<file path="config.mk">
export PLATFORM = sky130hd
export DESIGN_NAME = req_queue_flat
export DESIGN_NICKNAME = d
export VERILOG_FILES = /design/src/rtl/req_queue_pkg.sv /design/src/rtl/req_queue_if.sv /design/src/rtl/req_fifo.sv /design/src/rtl/req_queue.sv /design/src/flat_wrapper.sv
export SDC_FILE = /design/constraint.sdc
export NUM_CORES = 1
export LEC_CHECK = 0
export CAP_MARGIN = 20
export CELL_PAD_IN_SITES_DETAIL_PLACEMENT = 1
export CELL_PAD_IN_SITES_GLOBAL_PLACEMENT = 1
export CORE_AREA = 10 10 139 141
export CTS_CLUSTER_SIZE = 10
export DETAILED_ROUTE_END_ITERATION = 8
export DIE_AREA = 0 0 149 151
export PLACE_DENSITY_LB_ADDON = 0.1
export SYNTH_ARGS = -nofsm -noshare
export SYNTH_HDL_FRONTEND = slang
export SYNTH_SLANG_ARGS = --single-unit
</file>
<file path="constraint.sdc">
create_clock -name clk -period 2.65 [get_ports clk]
set_clock_uncertainty 0.05 [all_clocks]
set_input_delay 0.3975 -clock clk [delete_from_list [all_inputs] [get_ports clk]]
set_output_delay 0.3975 -clock clk [all_outputs]
set_load 0.03 [all_outputs]
</file>
<file path="src/rtl/req_queue_pkg.sv">
// -----------------------------------------------------------------------------
// req_queue_pkg
// Shared configuration and helpers for the req_queue ingress buffer.
//   REQ_N      : number of requester channels (must match the arbiter)
//   REQ_W      : payload width in bits
//   REQ_DEPTH  : entries per channel FIFO (power of two, >= 2)
//   ID_W       : width of the channel id on the output stream
//   PTR_W      : FIFO read/write pointer width; counts are PTR_W+1 bits
//   onehot_or_zero() : grant sanity check used for grant_err
// Modules take N/W/DEPTH parameters defaulting to these values; ID_W and
// PTR_W are derived here, so any override must be made in this package.
// -----------------------------------------------------------------------------
package req_queue_pkg;

  localparam int REQ_N       = 4;
  localparam int REQ_W       = 8;
  localparam int REQ_DEPTH   = 4;
  localparam int ID_W        = (REQ_N > 1) ? $clog2(REQ_N) : 1;
  localparam int PTR_W       = $clog2(REQ_DEPTH);
  localparam int GRANT_MAX_W = 32;

  // True when at most one bit of v is set (clearing the lowest set bit
  // leaves nothing behind).
  function automatic logic onehot_or_zero(input logic [GRANT_MAX_W-1:0] v);
    return ((v & (v - 32'd1)) == 32'd0);
  endfunction

endpackage

</file>
<file path="src/rtl/req_queue_if.sv">
// -----------------------------------------------------------------------------
// req_queue_if
// Bundle of the ingress, arbiter and egress signals of req_queue.
//   in_valid/in_ready/in_data : per-channel push side (channel i at [i*W +: W])
//   req/grant                 : to/from the round-robin arbiter
//   out_valid/out_data/out_id : registered single output stream
//   grant_err                 : sticky protocol error flag
// Modports: slave = req_queue itself, master = the surrounding logic.
// -----------------------------------------------------------------------------
interface req_queue_if #(
  parameter int N = req_queue_pkg::REQ_N,
  parameter int W = req_queue_pkg::REQ_W
) ();
  import req_queue_pkg::*;

  logic [N-1:0]    in_valid;
  logic [N-1:0]    in_ready;
  logic [N*W-1:0]  in_data;
  logic [N-1:0]    req;
  logic [N-1:0]    grant;
  logic            out_valid;
  logic [W-1:0]    out_data;
  logic [ID_W-1:0] out_id;
  logic            grant_err;

  modport slave (
    input  in_valid, in_data, grant,
    output in_ready, req, out_valid, out_data, out_id, grant_err
  );

  modport master (
    output in_valid, in_data, grant,
    input  in_ready, req, out_valid, out_data, out_id, grant_err
  );

endinterface

</file>
<file path="src/rtl/req_fifo.sv">
// -----------------------------------------------------------------------------
// req_fifo
// Single-channel synchronous FIFO with a combinational head read.
//   clk       : rising-edge clock
//   reset     : synchronous, active-low
//   push      : write push_data (ignored when full)
//   push_data : payload to store
//   pop       : drop the head entry (ignored when empty)
//   head_data : oldest stored entry
//   count     : occupancy, 0..DEPTH
// Push and pop in the same cycle advance both pointers and keep count.
// -----------------------------------------------------------------------------
module req_fifo import req_queue_pkg::*; #(
  parameter int W     = REQ_W,
  parameter int DEPTH = REQ_DEPTH
) (
  input  logic           clk,
  input  logic           reset,
  input  logic           push,
  input  logic [W-1:0]   push_data,
  input  logic           pop,
  output logic [W-1:0]   head_data,
  output logic [PTR_W:0] count
);

  localparam logic [PTR_W:0] CNT_FULL = (PTR_W+1)'(DEPTH);

  logic [W-1:0]     r_mem [DEPTH];
  logic [PTR_W-1:0] r_wr_ptr;
  logic [PTR_W-1:0] r_rd_ptr;
  logic [PTR_W:0]   r_count;
  logic             w_push;
  logic             w_pop;

  assign w_push    = push && (r_count != CNT_FULL);
  assign w_pop     = pop && (r_count != {(PTR_W+1){1'b0}});
  assign head_data = r_mem[r_rd_ptr];
  assign count     = r_count;

  // Storage, pointers and occupancy; pointers wrap naturally at DEPTH.
  always_ff @(posedge clk) begin
    if (!reset) begin
      r_wr_ptr <= {PTR_W{1'b0}};
      r_rd_ptr <= {PTR_W{1'b0}};
      r_count  <= {(PTR_W+1){1'b0}};
      for (int i = 0; i < DEPTH; i++) begin
        r_mem[i] <= {W{1'b0}};
      end
    end else begin
      if (w_push) begin
        r_mem[r_wr_ptr] <= push_data;
        r_wr_ptr        <= r_wr_ptr + PTR_W'(1'b1);
      end
      if (w_pop) begin
        r_rd_ptr <= r_rd_ptr + PTR_W'(1'b1);
      end
      case ({w_push, w_pop})
        2'b10:   r_count <= r_count + (PTR_W+1)'(1'b1);
        2'b01:   r_count <= r_count - (PTR_W+1)'(1'b1);
        default: r_count <= r_count;
      endcase
    end
  end

endmodule

</file>
<file path="src/rtl/req_queue.sv">
// -----------------------------------------------------------------------------
// req_queue
// Per-requester ingress buffering in front of a round-robin arbiter.
//   clk   : rising-edge clock
//   reset : synchronous, active-low
//   bus   : req_queue_if.slave
//     in_valid/in_ready/in_data : per-channel push; in_ready = not full
//     req                       : channel holds an entry not claimed by grant
//     grant                     : registered one-hot (or zero) arbiter grant
//     out_valid/out_data/out_id : popped head, one cycle after the grant edge
//     grant_err                 : sticky; grant to empty channel or multi-hot
// The output stream has no backpressure.
// -----------------------------------------------------------------------------
module req_queue import req_queue_pkg::*; #(
  parameter int N     = REQ_N,
  parameter int W     = REQ_W,
  parameter int DEPTH = REQ_DEPTH
) (
  input  logic        clk,
  input  logic        reset,
  req_queue_if.slave  bus
);

  localparam logic [PTR_W:0] CNT_FULL = (PTR_W+1)'(DEPTH);

  logic [W-1:0]    w_head  [N];
  logic [PTR_W:0]  w_count [N];
  logic [N-1:0]    w_nonempty;
  logic [N-1:0]    w_ready;
  logic [N-1:0]    w_req;
  logic [N-1:0]    w_push;
  logic [N-1:0]    w_pop;
  logic            w_grant_ok;
  logic            w_bad_grant;
  logic [W-1:0]    w_sel_data;
  logic [ID_W-1:0] w_sel_id;

  logic            r_out_valid;
  logic [W-1:0]    r_out_data;
  logic [ID_W-1:0] r_out_id;
  logic            r_grant_err;

  assign w_grant_ok  = onehot_or_zero(GRANT_MAX_W'(bus.grant));
  // Multi-hot grants are rejected outright; a one-hot grant must hit data.
  assign w_bad_grant = !w_grant_ok || ((bus.grant & ~w_nonempty) != {N{1'b0}});

  for (genvar ch = 0; ch < N; ch++) begin : g_ch
    assign w_nonempty[ch] = (w_count[ch] != {(PTR_W+1){1'b0}});
    assign w_ready[ch]    = (w_count[ch] != CNT_FULL);
    assign w_push[ch]     = bus.in_valid[ch] && w_ready[ch];
    assign w_pop[ch]      = w_grant_ok && bus.grant[ch] && w_nonempty[ch];
    // The entry being popped this cycle is already claimed; without this the
    // arbiter would regrant a single-entry channel right after it drained.
    // Compared as count > grant so an (erroneous) grant on an empty channel
    // cannot wrap around and raise a request.
    assign w_req[ch]      = (w_count[ch] > {{PTR_W{1'b0}}, bus.grant[ch]});

    req_fifo #(
      .W     (W),
      .DEPTH (DEPTH)
    ) u_fifo (
      .clk       (clk),
      .reset     (reset),
      .push      (w_push[ch]),
      .push_data (bus.in_data[ch*W +: W]),
      .pop       (w_pop[ch]),
      .head_data (w_head[ch]),
      .count     (w_count[ch])
    );
  end

  assign bus.in_ready = w_ready;
  assign bus.req      = w_req;

  // AND-OR mux of the popped head; w_pop is one-hot or zero by construction.
  always_comb begin
    w_sel_data = {W{1'b0}};
    w_sel_id   = {ID_W{1'b0}};
    for (int i = 0; i < N; i++) begin
      w_sel_data = w_sel_data | ({W{w_pop[i]}} & w_head[i]);
      w_sel_id   = w_sel_id | ({ID_W{w_pop[i]}} & ID_W'(i));
    end
  end

  // Registered output stream and sticky grant error.
  always_ff @(posedge clk) begin
    if (!reset) begin
      r_out_valid <= 1'b0;
      r_out_data  <= {W{1'b0}};
      r_out_id    <= {ID_W{1'b0}};
      r_grant_err <= 1'b0;
    end else begin
      r_out_valid <= (w_pop != {N{1'b0}});
      if (w_pop != {N{1'b0}}) begin
        r_out_data <= w_sel_data;
        r_out_id   <= w_sel_id;
      end
      if (w_bad_grant) begin
        r_grant_err <= 1'b1;
      end
    end
  end

  assign bus.out_valid = r_out_valid;
  assign bus.out_data  = r_out_data;
  assign bus.out_id    = r_out_id;
  assign bus.grant_err = r_grant_err;

endmodule

</file>
<file path="src/flat_wrapper.sv">
// flat-port wrapper written by rule: the top's interface ports become plain ports
module req_queue_flat import req_queue_pkg::*;
#(
  parameter int N     = REQ_N,
  parameter int W     = REQ_W,
  parameter int DEPTH = REQ_DEPTH
)
  (clk, reset, bus_in_valid, bus_in_data, bus_grant, bus_in_ready, bus_req, bus_out_valid, bus_out_data, bus_out_id, bus_grant_err);
  req_queue_if #(.N(N), .W(W)) bus_i ();
  input  logic clk;
  input  logic reset;
  input wire logic [$bits(bus_i.in_valid)-1:0] bus_in_valid;
  input wire logic [$bits(bus_i.in_data)-1:0] bus_in_data;
  input wire logic [$bits(bus_i.grant)-1:0] bus_grant;
  output wire logic [$bits(bus_i.in_ready)-1:0] bus_in_ready;
  output wire logic [$bits(bus_i.req)-1:0] bus_req;
  output wire logic [$bits(bus_i.out_valid)-1:0] bus_out_valid;
  output wire logic [$bits(bus_i.out_data)-1:0] bus_out_data;
  output wire logic [$bits(bus_i.out_id)-1:0] bus_out_id;
  output wire logic [$bits(bus_i.grant_err)-1:0] bus_grant_err;
  assign bus_i.in_valid = bus_in_valid;
  assign bus_i.in_data = bus_in_data;
  assign bus_i.grant = bus_grant;
  assign bus_in_ready = bus_i.in_ready;
  assign bus_req = bus_i.req;
  assign bus_out_valid = bus_i.out_valid;
  assign bus_out_data = bus_i.out_data;
  assign bus_out_id = bus_i.out_id;
  assign bus_grant_err = bus_i.grant_err;
  req_queue #(.N(N), .W(W), .DEPTH(DEPTH)) u_core (.clk(clk), .reset(reset), .bus(bus_i));
endmodule
</file>
## Word-level counts from Yosys, hierarchy flattened

Memory sizes are Yosys's and may differ from the RTL's. A register that Yosys moved wholly into a read port is not among the register bits.
Index checks and enable logic that the tools add are counted.

| word-level totals | value |
|---|---|
| bits in read-only memories | 0 |
| bits in registers | 40 |
| latch bits | 0 |
| bits in writable memories | 128 |
| memories kept | 4 |
| output and inout port bits | 20 |
| word-level logic and storage cells | 139 |
| bits of input ports | 42 |

| operators by class | value |
|---|---|
| shifts and indexed selects | 0 |
| bitwise gates (word level) | 12 |
| $mul | 0 |
| reductions and logical operators | 37 |
| magnitude comparators | 4 |
| multiplexer cells | 37 |
| div/mod/pow operators | 0 |
| eq/ne operators | 12 |
| add/subtract/negate cells | 17 |

Memory list:

| name | words | width | rd ports | clocked after memory_dff | wr ports | RTL line | source |
|---|---|---|---|---|---|---|---|
| u_core.g_ch[0].u_fifo.r_mem | 4 | 8 | 1 | 1 | 4 | req_fifo.sv:28 | `logic [W-1:0] r_mem [DEPTH];` |
| u_core.g_ch[1].u_fifo.r_mem | 4 | 8 | 1 | 1 | 4 | req_fifo.sv:28 |  |
| u_core.g_ch[2].u_fifo.r_mem | 4 | 8 | 1 | 1 | 4 | req_fifo.sv:28 |  |
| u_core.g_ch[3].u_fifo.r_mem | 4 | 8 | 1 | 1 | 4 | req_fifo.sv:28 |  |

Operators by type and width:

| cell | number |
|---|---|
| bitwise AND 4 x 32 -> 32 bit | 1 |
| bitwise AND 8 bit | 4 |
| logical NOT 32 bit | 1 |
| two-way mux 8 bit | 4 |
| OR reduction 8 bit | 4 |
| two-way mux 2 bit | 12 |
| OR 8 bit | 3 |
| one-hot mux 3 bit (2 select lines) | 4 |
| logical AND 1 bit | 20 |
| two-way mux 1 bit | 17 |
| adder 2 x 1 -> 2 bit, second input constant | 8 |
| adder 3 x 1 -> 3 bit, second input constant | 4 |
| greater-than comparator 3 x 1 -> 1 bit | 4 |
| inequality test 3 bit, second input constant | 4 |
| nonzero test 3 bit | 4 |
| subtractor 3 x 1 -> 3 bit, second input constant | 4 |
| == test 2 x 1 -> 1 bit, second input constant | 4 |
| == test 2 bit, second input constant | 4 |
| nonzero test 2 bit | 4 |
| nonzero test 4 bit | 2 |
| subtractor 4 x 1 -> 5 bit, second input constant | 1 |
| bitwise AND 4 bit | 1 |
| NOT 4 bit | 1 |
| OR 1 x 2 -> 2 bit | 1 |
| 3 further kinds | 3 |

## Logic depth before layout (Yosys ltp)

| logic depth | value |
|---|---|
| depth after elaboration | 9 |
| gate-level depth with buffers | 10 |
| depth with buffers taken out | 9 |

## Hierarchy

Synthesis repeated with hierarchy kept, for this count alone.

| second synthesis, totals | value |
|---|---|
| cells, all modules | 648 |
| area total of the unflattened synthesis | 8503.2 um2 |

By module, submodules not included:

| module | instances | sequential area each (um2) | area each (um2) | cells an instance |
|---|---|---|---|---|
| req_fifo | 4 | 1141.1 | 1876.8 | 127 |
| req_queue | 1 | 240.2 | 996.0 | 140 |

## Least setup slack after synthesis

No wires, ideal clock.

| path | value |
|---|---|
| kind | reg2reg |
| start point | register u_core.g_ch[0].u_fifo.r_count[2] |
| end point | register u_core.g_ch[0].u_fifo.r_count[2] |
| required time | 2.530 ns |
| path buffers | 0 |
| cell stages (with the launch flop) | 9 |
| slack | 0.247 ns |
| data arrival time | 2.283 ns |
| cell sequence | dfxtp_1 > or3b_1 > nand2_1 > ha_1 > inv_1 > fa_1 > xor2_1 > or3_1 > a21oi_1 |

| on the way | value |
|---|---|
| word-level cells in the longest chain between the ends | 5 |
| elaborated cells on any way between the ends | 12 |

Ends and longest elaborated chain:

| what | RTL line | source |
|---|---|---|
| start, declared | req_fifo.sv:31 | `logic [PTR_W:0] r_count;` |
| start signal, assigned | req_fifo.sv:45 | `r_count <= {(PTR_W+1){1'b0}};` |
| start signal, assigned | req_fifo.sv:58 | `2'b10: r_count <= r_count + (PTR_W+1)'(1'b1);` |
| start signal, assigned | req_fifo.sv:59 | `2'b01: r_count <= r_count - (PTR_W+1)'(1'b1);` |
| inequality test 3 bit * | req_queue.sv:49 | `assign w_ready[ch] = (w_count[ch] != CNT_FULL);` |
| named net bus_in_ready[0] | flat_wrapper.sv:15 | `output wire logic [$bits(bus_i.in_ready)-1:0] bus_in_ready;` |
| logical AND 1 bit | req_queue.sv:50 | `assign w_push[ch] = bus.in_valid[ch] && w_ready[ch];` |
| logical AND 1 bit * | req_fifo.sv:35 | `assign w_push = push && (r_count != CNT_FULL);` |
| == test 2 x 1 -> 1 bit or == test 2 bit (tied branches) | req_fifo.sv:57 | `case ({w_push, w_pop})` |
| one-hot mux 3 bit (2 select lines) or nonzero test 2 bit (tied branches) | - |  |

Mark *: on every way through the listed nets, which the timed path passes. The rest lies on a longest branch.
A chain may end at the register's enable or synchronous reset.

## Worst setup path in the final report

| path | value |
|---|---|
| start point | register u_core.g_ch[1].u_fifo.r_count[2] |
| end point | register u_core.g_ch[1].u_fifo.r_count[2] |

| on the way | value |
|---|---|
| word-level cells in the longest chain between the ends | 5 |
| elaborated cells on any way between the ends | 12 |

Ends and longest elaborated chain:

| what | RTL line |
|---|---|
| start, declared | req_fifo.sv:31 |
| start signal, assigned | req_fifo.sv:45 |
| start signal, assigned | req_fifo.sv:58 |
| start signal, assigned | req_fifo.sv:59 |
| inequality test 3 bit or nonzero test 3 bit (tied branches) | - |
| logical AND 1 bit (on tied branches) | req_queue.sv:50, req_queue.sv:51 |
| logical AND 1 bit (on tied branches) | req_fifo.sv:35, req_fifo.sv:36 |
| == test 2 x 1 -> 1 bit or == test 2 bit (tied branches) | req_fifo.sv:57 |
| one-hot mux 3 bit (2 select lines) or nonzero test 2 bit (tied branches) | - |

Several ways; a longest one is shown, not always the timed one.

==> impl_metrics.tcl <==
set metrics [dict create \
    outcome "finished, final reports clean" \
    die_area_sq_um 22500 \
    fp-row-count 47 \
    layout_commonest_cell "edfxtp_1" \
    cts_made_buffers 17 \
    synthArstFlopShare 0 \
    power_density_nw_per_um2 701.2 \
    r2r_start "u_core.g_ch[1].u_fifo.count[2]" \
    grt_max_degree 24 \
    drcViolationCount 0 \
    r2r-end "u_core.g_ch[1].u_fifo.count[2]" \
    path_clk_slew_ns 0.07 \
    cts_max_level 4 \
    grt_use_total 0.1808 \
    crit_path_start_kind "flip-flop" \
    crit_end "u_core.g_ch[1].u_fifo.count[2]" \
    syn_inst 600 \
    setup_viol 0 \
    ys_ff_latch 176 \
    ys_warn_count 0 \
    max-cap-violations 0 \
    synthToLayoutAreaGrowth_pct 21.87 \
    synth_area_leaders "edfxtp_1 49%, dfxtp_1 12%, mux4_2 9.2%" \
    synth_ff_type "edfxtp_1" \
    worstSetupEndpointType "flip-flop" \
    hold_violations 0 \
    yosys.area.top_type "edfxtp_1" \
    hpwl_mm 13.98 \
    hold_buffers 0 \
    initial_core_util 0.4758 \
    core_sq_um 16470 \
    hold_class "flip-flop to flip-flop" \
    antenna_found_initial 0 \
    n_antenna_cell 0 \
    min_period_over_period 0.9435 \
    clock-sinks 176 \
    overflow 0 \
    fin_nets 755 \
    clk_path_buf_depth 2 \
    peakVddDrop_v 0.0004669 \
    drv_slew 0 \
    reg2regPathDepth 8 \
    clockRootBuffer "clkbuf_16" \
    ys_types 41 \
    pre_cts_slack_ns -0.1579 \
    final_cell_mix "128 x edfxtp_1, 80 x and2_1, 71 x nor2_1" \
    fin_util 0.5798 \
    arrival_ns 2.80 \
    p_total_uw 6694 \
    nFillCells 1629 \
    tightest_slew_ns 0.6582 \
    ctsResizeCount 0 \
    synth_edf_count 128 \
    grt_pass1_wl_mm 31.26 \
    fin_hold_ws_ns 0.4396 \
    synth_fp_nets 654 \
    port_buffers 61 \
    routed_wl_mm 19.32 \
    crit_path_max_fanout 6 \
    worstPathRequired_ns 2.95 \
    synth_area_per_cell_sq_um 13.06 \
    wire_per_inst_um 20.69 \
    relSlewSlack 0.5596 \
    fin_ws_ns 0.1499 \
    final_antenna_net_count 0 \
    first_pass_iters 4 \
    r2r_setup_slack_ns 0.15 \
    p_leak_uw 0.003660 \
    cts_setup_buffers 0 \
    die_x_um 149 \
    yosysSeqAreaShare 0.6133 \
    fin_crit_ns 2.500 \
    die_h_um 151 \
    crit_start "u_core.g_ch[1].u_fifo.count[2]" \
    yosysTopAreaCellShare 0.4907 \
    tns_ns 0 \
    crit_type "flip-flop to flip-flop" \
    pin_count 62 \
    grt_pass1_vias 5661 \
    synthesis.area_sq_um 7834 \
    vias 5010 \
    max_freq_mhz 400.0 \
    rsz0062_at_grt "false" \
    dr.first_iter.drc_count 320 \
    cts_tree "built" \
    gp_congestion 0.8117 \
    clkLatencyLatePin_ns 0.42 \
    drive_above_1_share 0.1653 \
    vias_per_cell 5.364 \
]
-- how the worst min path moves through the flow --
stage                                                  from                     end  slack, ns  cells after the start
after CTS                            u_core.bus.out_data[6]  u_core.bus.out_data[6]       0.44                      1
after detailed placement             u_core.bus.out_data[6]  u_core.bus.out_data[6]       0.42                      1
after floorplan           u_core.g_ch[2].u_fifo.r_rd_ptr[1]               flip-flop       0.43                      2
final                                u_core.bus.out_data[6]  u_core.bus.out_data[6]       0.44                      1
after global placement               u_core.bus.out_data[2]  u_core.bus.out_data[2]       0.42                      1
after global routing                 u_core.bus.out_data[0]  u_core.bus.out_data[0]       0.47                      1
-- Yosys cell counts, types with 3 or more instances --
library cell	number
edfxtp_1	128
and2_1	80
nor2_1	71
dfxtp_1	48
inv_1	37
nand2_1	33
mux4_2	32
o21ai_0	20
xor2_1	19
a22oi_1	16
nor3_1	12
nand3_1	10
a22o_1	9
a21oi_1	8
ha_1	8
nand2b_1	8
clkbuf_1	7
buf_1	6
buf_2	6
xnor2_1	5
fa_1	4
or3_1	4
buf_6	3
o31a_1	3
or3b_1	3
-- routing by layer --
| metal | up-vias | wire (um) | part of all wire | track usage |
|---|---|---|---|---|
| met5 | - | 0 | 0 | 0 |
| met4 | 0 | 227 | 0.012 | 0.05103 |
| met3 | 22 | 1097 | 0.057 | 0.03729 |
| met2 | 106 | 9681 | 0.50 | 0.3067 |
| met1 | 2545 | 8318 | 0.43 | 0.2299 |
| li1 | 2337 | - | - | - |
-- report_power, final --
group	switching, uW	internal (uW)
Sequential	93.1	3150
Clock	1030	1600
Combinational	471	355
Total	1590	5100
-- through the flow --
stage          instances  area, sq um
2_1_floorplan        600         7834
3_3_place_gp         902         8935
3_5_place_dp         902         8935
4_1_cts              934         9547
5_1_grt              934         9547
6_report             934         9547
-- kinds of logic after synthesis --
logic type | Yosys count | share of synthesized area
adders and majority gates | 13 | 0.02444
xor gates and xnor gates | 24 | 0.02683
AOI/OAI and AO/OA | 62 | 0.05495
buffers and inverters | 60 | 0.03274
DFF | 176 | 0.6133
and+or+nand+nor | 233 | 0.1557
muxes | 32 | 0.09200
-- registers in the layout, indices dropped and copies added, names as in the netlist, named ones only --
register / flops
u_core.bus.grant_err: 1
u_core.g_ch.u_fifo.r_mem: 128
u_core.bus.out_valid: 1
u_core.bus.out_id: 2
u_core.g_ch.u_fifo.count: 12
u_core.bus.out_data: 8
u_core.g_ch.u_fifo.r_wr_ptr: 8
u_core.g_ch.u_fifo.r_rd_ptr: 8
-- final cells by class --
type	count	area, sq um	share of cell area
timing repair buffer	105	943.4	0.09882
sequential	176	4805	0.5033
clock buffer	21	450.4	0.04718
tap	220	275.3	0.02883
multi-input combinational	364	2773	0.2904
inverter	37	138.9	0.01455
clock inverter	11	161.4	0.01691
-- worst max-delay path: stages, from the launching register on --
cell,delay (ns)
dfxtp_1,0.41
or3b_2,0.52
nand2_1,0.18
ha_1,0.21
inv_1,0.06
fa_1,0.37
xor2_1,0.15
or3_1,0.32
a21oi_1,0.16
(Power assumes the default switching activity.)
